===== src/rtl/systolic_pkg.sv =====
// systolic_pkg: types and defaults shared by data_fetcher, the skew buffer and
// the systolic array.
//   skew_state_t         : skew buffer sequencing states
//   SKEW_MATRIX_SIZE     : default number of lanes (array rows)
//   SKEW_DATA_SIZE       : default width of one lane element
package systolic_pkg;

    localparam int SKEW_MATRIX_SIZE = 2;
    localparam int SKEW_DATA_SIZE   = 32;

    typedef enum logic [1:0] {
        IDLE   = 2'd0,
        STREAM = 2'd1,
        DRAIN  = 2'd2
    } skew_state_t;

endpackage


===== src/rtl/skew_lane.sv =====
// skew_lane: one delay line of DEPTH registers carrying data and a valid bit,
// plus an optional end-of-matrix tag (TAG=1) that travels with the data.
//   clk       in   clock, rising edge
//   reset     in   asynchronous active-low reset
//   enable    in   1 = shift one stage, 0 = hold every register
//   in_valid  in   load in_data into stage 0 (otherwise a zero bubble is loaded)
//   in_last   in   row being loaded is the last of the matrix
//   in_data   in   lane element
//   out_data  out  last stage data
//   out_valid out  last stage valid
//   out_last  out  last stage tag (constant 0 when TAG=0)
module skew_lane #(
    parameter int DEPTH     = 1,
    parameter int DATA_SIZE = 32,
    parameter bit TAG       = 1'b0
) (
    input  logic                 clk,
    input  logic                 reset,
    input  logic                 enable,
    input  logic                 in_valid,
    input  logic                 in_last,
    input  logic [DATA_SIZE-1:0] in_data,
    output logic [DATA_SIZE-1:0] out_data,
    output logic                 out_valid,
    output logic                 out_last
);

    logic [DATA_SIZE-1:0] data_q [DEPTH];
    logic [DEPTH-1:0]     valid_q;
    logic [DEPTH-1:0]     last_q;
    logic                 tag_in;

    // Untagged lanes still build the tag chain; it is tied to zero and trimmed.
    assign tag_in = TAG && in_valid && in_last;

    always_ff @(posedge clk or negedge reset) begin
        if (!reset) begin
            for (int k = 0; k < DEPTH; k++) begin
                data_q[k] <= '0;
            end
            valid_q <= '0;
            last_q  <= '0;
        end else if (enable) begin
            // Bubbles inject zeros so no stale data ever reaches the array.
            data_q[0]  <= in_valid ? in_data : '0;
            valid_q[0] <= in_valid;
            last_q[0]  <= tag_in;
            for (int k = 1; k < DEPTH; k++) begin
                data_q[k]  <= data_q[k-1];
                valid_q[k] <= valid_q[k-1];
                last_q[k]  <= last_q[k-1];
            end
        end
    end

    assign out_data  = data_q[DEPTH-1];
    assign out_valid = valid_q[DEPTH-1];
    assign out_last  = last_q[DEPTH-1];

endmodule


===== src/rtl/systolic_skew_buffer.sv =====
// systolic_skew_buffer: delays lane i of each accepted row vector by i cycles to
// form the diagonal wavefront for the systolic array, drains the triangle after
// the last row and pulses done when that row leaves the last lane.
//   clk            in   clock, rising edge
//   reset          in   asynchronous active-low reset
//   enable         in   1 = advance, 0 = freeze all state
//   in_valid       in   in_data / in_last valid
//   in_ready       out  a vector is accepted this cycle if in_valid
//   in_last        in   accepted vector is the last row of the matrix
//   in_data        in   row vector, one element per lane
//   skew_data_out  out  skewed lanes (registered)
//   skew_valid_out out  per-lane valid
//   busy           out  a matrix is streaming or draining
//   done           out  one-cycle pulse as the last row exits lane MATRIX_SIZE-1
//
// state  | meaning
// IDLE   | no matrix in progress
// STREAM | rows of a matrix being accepted, last row not yet seen
// DRAIN  | last row accepted, input held off until it leaves the last lane
module systolic_skew_buffer
    import systolic_pkg::*;
#(
    parameter int MATRIX_SIZE = SKEW_MATRIX_SIZE,
    parameter int DATA_SIZE   = SKEW_DATA_SIZE
) (
    input  logic                   clk,
    input  logic                   reset,
    input  logic                   enable,
    input  logic                   in_valid,
    output logic                   in_ready,
    input  logic                   in_last,
    input  logic [DATA_SIZE-1:0]   in_data        [MATRIX_SIZE-1:0],
    output logic [DATA_SIZE-1:0]   skew_data_out  [MATRIX_SIZE-1:0],
    output logic [MATRIX_SIZE-1:0] skew_valid_out,
    output logic                   busy,
    output logic                   done
);

    localparam int CW = $clog2(MATRIX_SIZE) + 1;
    localparam logic [CW-1:0] CNT_LAST = CW'(MATRIX_SIZE - 1);

    skew_state_t      state_q, state_d;
    logic [CW-1:0]    cnt_q, cnt_d;
    logic             accept;
    logic [MATRIX_SIZE-1:0] lane_last;

    assign in_ready = enable && (state_q != DRAIN);
    assign accept   = in_valid && in_ready;

    for (genvar i = 0; i < MATRIX_SIZE; i++) begin : g_lane
        skew_lane #(
            .DEPTH     (i + 1),
            .DATA_SIZE (DATA_SIZE),
            .TAG       (i == MATRIX_SIZE - 1)
        ) u_lane (
            .clk       (clk),
            .reset     (reset),
            .enable    (enable),
            .in_valid  (accept),
            .in_last   (in_last),
            .in_data   (in_data[i]),
            .out_data  (skew_data_out[i]),
            .out_valid (skew_valid_out[i]),
            .out_last  (lane_last[i])
        );
    end

    always_ff @(posedge clk or negedge reset) begin
        if (!reset) begin
            state_q <= IDLE;
            cnt_q   <= '0;
        end else begin
            state_q <= state_d;
            cnt_q   <= cnt_d;
        end
    end

    always_comb begin
        state_d = state_q;
        cnt_d   = cnt_q;
        if (enable) begin
            case (state_q)
                IDLE, STREAM: begin
                    if (accept) begin
                        if (!in_last) begin
                            state_d = STREAM;
                        end else if (MATRIX_SIZE == 1) begin
                            state_d = IDLE;
                        end else begin
                            state_d = DRAIN;
                            cnt_d   = '0;
                        end
                    end
                end
                DRAIN: begin
                    // Leave as the count reaches MATRIX_SIZE-1: the tagged row is
                    // then in the last lane's output register and input may resume.
                    cnt_d = cnt_q + CW'(1);
                    if (cnt_q + CW'(1) == CNT_LAST) begin
                        state_d = IDLE;
                    end
                end
                default: begin
                    state_d = IDLE;
                    cnt_d   = '0;
                end
            endcase
        end
    end

    assign busy = (state_q != IDLE);

    // Only the last lane carries a tag; the others are constant zero.
    assign done = enable && (|lane_last);

endmodule


===== config.mk =====
export PLATFORM = sky130hd
export DESIGN_NAME = systolic_skew_buffer
export DESIGN_NICKNAME = d
export VERILOG_FILES = /design/src/rtl/systolic_pkg.sv /design/src/rtl/skew_lane.sv /design/src/rtl/systolic_skew_buffer.sv
export SDC_FILE = /design/constraint.sdc
export NUM_CORES = 1
export LEC_CHECK = 0
export BUFFER_PORTS_ARGS = -buffer_cell sky130_fd_sc_hd__buf_2
export CORE_MARGIN = 4
export CORE_UTILIZATION = 47
export DETAILED_ROUTE_END_ITERATION = 8
export PLACE_DENSITY = 0.83
export RECOVER_POWER = 50
export SETUP_SLACK_MARGIN = 0.3
export SLEW_MARGIN = 20
export SYNTH_ARGS = -nofsm -noshare
export SYNTH_HDL_FRONTEND = slang
export SYNTH_SLANG_ARGS = --single-unit

===== constraint.sdc =====
create_clock -name clk -period 1.1 [get_ports clk]
set_input_delay 0.055 -clock clk [delete_from_list [all_inputs] [get_ports clk]]
set_output_delay 0.055 -clock clk [all_outputs]
set_load 0.005 [all_outputs]

# Yosys cells after proc, flatten, opt, wreduce, memory -nomap -nowiden
# Index checks and enable logic that the tools add are counted.
[word_totals] memories=0 latch_bits=0 inputBits=69 rom_bits=0 reg_bits=105 ram_bits=0 output_inout_bits=69
[classes] n_shift=0 eq_ne=7 mul=0 n_reduce_logical=9 div=0 n_lt_le_gt_ge=0 bitwise=0 n_addsub=1 muxes=9
[op_table] cell="two-way mux 32 bit" n=2
[op_table] cell="two-way mux 2 bit" n=5
[op_table] cell="one-hot mux 2 bit (2 select lines)" n=2
[op_table] cell="inequality test 2 bit (second input constant)" n=3
[op_table] cell="AND reduction 3 bit" n=2
[op_table] cell="equality test 2 x 1 -> 1 bit (second input constant)" n=2
[op_table] cell="logical AND 1 bit" n=4
[op_table] cell="adder 2 x 1 -> 2 bit (second input constant)" n=1
[op_table] cell="equality test 2 bit (second input constant)" n=1
[op_table] cell="logical NOT 2 bit" n=1
[op_table] cell="inequality test 2 x 1 -> 1 bit (second input constant)" n=1
[op_table] cell="nonzero test 2 bit" n=1
[op_table] cell="OR reduction 2 bit" n=1

# Logic depth before layout (Yosys ltp)
[depth] ltp_word=5 depth_mapped=5

# Modules after synthesis
# Synthesis repeated with hierarchy kept, for this count alone.
[unflattened] cells_unflattened=420 hier_area_um2=4625.7
[modules_own_cells] mod="skew_lane (g_lane[1].u_lane)" n_inst=1 cells_each=249 area_each_um2=2980.4
[modules_own_cells] mod="skew_lane (g_lane[0].u_lane)" n_inst=1 cells_each=143 area_each_um2=1381.3
[modules_own_cells] mod="systolic_skew_buffer" n_inst=1 cells_each=28 area_each_um2=264.0

# Least setup slack after synthesis
# OpenSTA, ideal clock, no wires.
[synth_path] path_type="reg-to-reg" start="register state_q[1]" end="register g_lane[0].u_lane.data_q, in the netlist g_lane[0].u_lane.out_data[0]" synth_period_minus_slack_ns=1.191 slack_ns=-0.091 n_path_buf=3 arrival_ns=1.095 path_stages_with_launch=6 setup_ns=0.096 cell_sequence="dfrtp_1 > buf_6 > nor2b_4 > buf_6 > buf_6 > o32ai_2"
[synth_between] elab_chain_len=4
[synth_lines] element="from (decl)" line="systolic_skew_buffer.sv:42" text="skew_state_t state_q, state_d;"
[synth_lines] element="from (signal assigned)" line="systolic_skew_buffer.sv:73" text="state_q <= state_d;"
[synth_lines] element="inequality test 2 bit" line="systolic_skew_buffer.sv:47" text="assign in_ready = enable && (state_q != DRAIN);"
[synth_lines] element="logical AND 1 bit" line="systolic_skew_buffer.sv:47"
[synth_lines] element="logical AND 1 bit" line="systolic_skew_buffer.sv:48" text="assign accept = in_valid && in_ready;"
[synth_lines] element="two-way mux 32 bit" line="skew_lane.sv:45" text="data_q[0] <= in_valid ? in_data : '0;"
[synth_lines] element="to (signal, indexed assignment)" line="skew_lane.sv:49" text="data_q[k] <= data_q[k-1];"
[synth_lines] element="to (decl)" line="skew_lane.sv:28" text="logic [DATA_SIZE-1:0] data_q [DEPTH];"
# No other way between the ends.
# A chain may end at the register's enable or synchronous reset.

# Worst setup path in the final report
[layout_path] start="register state_q[1]" end="register g_lane[0].u_lane.data_q, in the netlist g_lane[0].u_lane.out_data[6]"
# The elaborated chain is that of the path after synthesis.

==> results.ini <==
[timing]
drv_slew = 0
final_hold_viol_count = 0
grt_setup_unrepaired = yes
setup_slack_ps = -227
fin_crit_ps = 1330
tightestPinTransition_ps = 490
clock_skew_ps = 14.2
slew_headroom_pct = 67.4
fmax_ghz = 0.753
setup_viol = 70
fin_crit_sh_pct = 121

[yosys]
synth.avg_cell_area_sq_um = 11.6
synth_area_sq_um = 4860
synth-edff-count = 0
synth_top_family_by_area = buffers and inverters
synth-seq-cells = 104
synth_seq_area_share_pct = 53.6
netlist_instances = 417
synth_cell_types = 27
synthArstFlopShare_pct = 100
yosys.area_share.simple_pct = 1.55
yosys.area_share.adder_pct = 0.258
ys.warnings.count = 0
synth-xor-area-share_pct = 0
synth_compound_area_share_pct = 17.4
synth_fp_nets = 487
synth_ff_type = dfrtp_1
synth.mux.area_fraction_pct = 8.09

[die]
core.rowCount = 36
io_pins = 138
die_width_um = 110
fp.coreArea_sq_um = 9910
start_util_pct = 49.0
dieArea_sq_um = 12000
dieHeight_um = 110

[min_path]
worstHoldPathType = in2reg

[clock_tree]
clock_path_buffers = 2
cts.clk_slew.worst_paths_ps = 110
clock_sinks = 104
cts_tree = built
numCtsBuffers = 9
clkLatencyLatePin_ps = 360
root_buffer = clkbuf_8
cts_htree_levels = 3

[critical_path]
crit_fanout = 6
cp_cell_sequence = nor2b_4 > buf_6 > bufbuf_16 > o32ai_2
cp.required_ps = 1370
path_delay_family = buffers and inverters
cp.arrival_ps = 1590
path_buf_inv = 2
path_class = reg2reg
cpPeakStageDelay_ps = 400
endpoint_kind = register
slowest_stage = dfrtp_1
start_kind = register

[final_layout]
drive_above_1_share_pct = 50.7
post-route-util_pct = 73.9
syn_to_final_growth_pct = 50.9
nets = 701
antenna_cells = 0

[grt]
antenna_found_initial = 0
grt_pass1_vias = 4095
grt_max_degree = 50
overflow = 0
grt_pass1_wl_mm = 20.0
groute.usage.overall_pct = 21.4

[route]
ant_nets = 0
viasPerCell = 4.98
drt_iter0_drc = 140
vias = 3821
post_drt_wl_per_cell_um = 17.3
dr.pass1.iters = 4
drcViolationCount = 0
finalWirelength_mm = 13.3

[pwr]
power.leakage_nw = 3.76
peakVddDrop_mv = 1.03
powerDensity_nw_per_um2 = 1580

[run_status]
status = complete, but fails checks
violations = setup timing

[placement]
portBuffers = 137
dpl.hpwl_mm = 6.85
gp_congestion = 0.723
dp_slack_ps = -92.6

[run]
drv_cap = 0

==> stage by stage <==
step / TNS, ps / cell area, sq um / total power, W / hold slack [ps] / cells
2_1_floorplan: -2800 / 4880 / 0.00647 / -241 / 417
3_3_place_gp: -52.6 / 5520 / 0.00710 / -47.8 / 639
3_5_place_dp: -92.6 / 5520 / 0.00724 / -42.8 / 639
4_1_cts: -7520 / 7090 / 0.0111 / 9.57 / 749
5_1_grt: -12620 / 7330 / 0.0121 / 5.00 / 768
6_report: -8830 / 7330 / 0.0115 / 16.9 / 768
==> power breakdown <==
| group | switching (W) | total (W) | internal, W |
|---|---|---|---|
| sequential | 0.000350 | 0.00475 | 0.00440 |
| clock | 0.00129 | 0.00241 | 0.00111 |
| combinational | 0.00190 | 0.00438 | 0.00249 |
==> layout by cell type, fill, tap and decap left out, types with 2 or more instances in the layout <==
master         netlist  routed
mux2_2              34      29
inv_2                0       2
dlygate4sd3_1        0      64
buf_2               15     134
clkbuf_8             0      11
buf_6                5      17
nor2b_1              2       2
buf_12               0       8
clkinvlp_4           0       2
inv_1              133     131
o32ai_2             30      57
o32ai_4              0       8
dfrtp_1            104     104
mux2_4               0       5
buf_16               0       5
buf_4               38      31
==> per-layer routing <==
metal	track usage, %	up-vias	routed length, um
li1	-	1756	-
met1	24.1	1940	5310
met2	40.4	105	7160
met3	4.70	20	626
met4	5.79	0	197
met5	0	-	0
==> area by class of cell <==
type / instances / area, sq um
tap: 133 / 166
sequential: 104 / 2600
timing repair buffer: 264 / 2120
multi-input combinational: 119 / 1740
clock buffer: 11 / 141
inverter: 133 / 499
fill: 631 / 2580
clock inverter: 4 / 53.8
==> cell usage after synthesis (all sizes together), types with 2 or more instances <==
library cell | count | share of area (%)
inv | 133 | 10
o32ai | 65 | 16
dfrtp | 104 | 54
mux2 | 34 | 7.9
buf | 58 | 8.6
nand2 | 2 | 0.15
clkbuf | 3 | 0.23
nor2b | 3 | 0.54
==> state kept, by name, summed over array words and instances (netlist names) <==
register	count
g_lane.u_lane.out_data	64
g_lane.u_lane.data_q	32
cnt_q	2
g_lane.u_lane.last_q	2
g_lane.u_lane.valid_q	2
state_q	2
==> worst min-delay path, stage by stage <==
cell     delay [ps]
buf_2           100
inv_1            80
o32ai_4          90
==> kinds of logic (layout without fill, tap and decap cells) <==
group,Yosys count,after routing
muxes,35,35
AOI/OAI and AO/OA,72,72
and+or+nand+nor,11,11
buffers and inverters,194,412
adders and majority gates,1,1
DFF,104,104
==> path summary, 6_finish.rpt <==
| check | slack, ps | endpoint | depth (start not counted) | startpoint |
|---|---|---|---|---|
| min in group asynchronous | 170 | g_lane[1].u_lane.out_data[29] | 2 | reset |
| max in group asynchronous | 110 | g_lane[1].u_lane.data_q[51] | 3 | reset |
| min | 20 | g_lane[0].u_lane.out_data[12] | 3 | in_data[12] |
| max | -230 | g_lane[0].u_lane.out_data[6] | 4 | state_q[1] |
| max reg2reg | -230 | g_lane[0].u_lane.out_data[6] | 4 | state_q[1] |
| min reg2reg | 500 | g_lane[1].u_lane.out_data[28] | 1 | g_lane[1].u_lane.data_q[60] |
==> repair_timing <==
item / 4_1_cts / 5_1_grt
cloned: 5 / 2
hold buffers: 64 / 0
setup endpoints to repair: 139 / 150
pin swaps: 4 / 5
gates resized for setup: 59 / 19
buffers inserted: 26 / 17
hold endpoints to repair: 167 / 0
No activity file was read; power rests on OpenSTA's default activity.
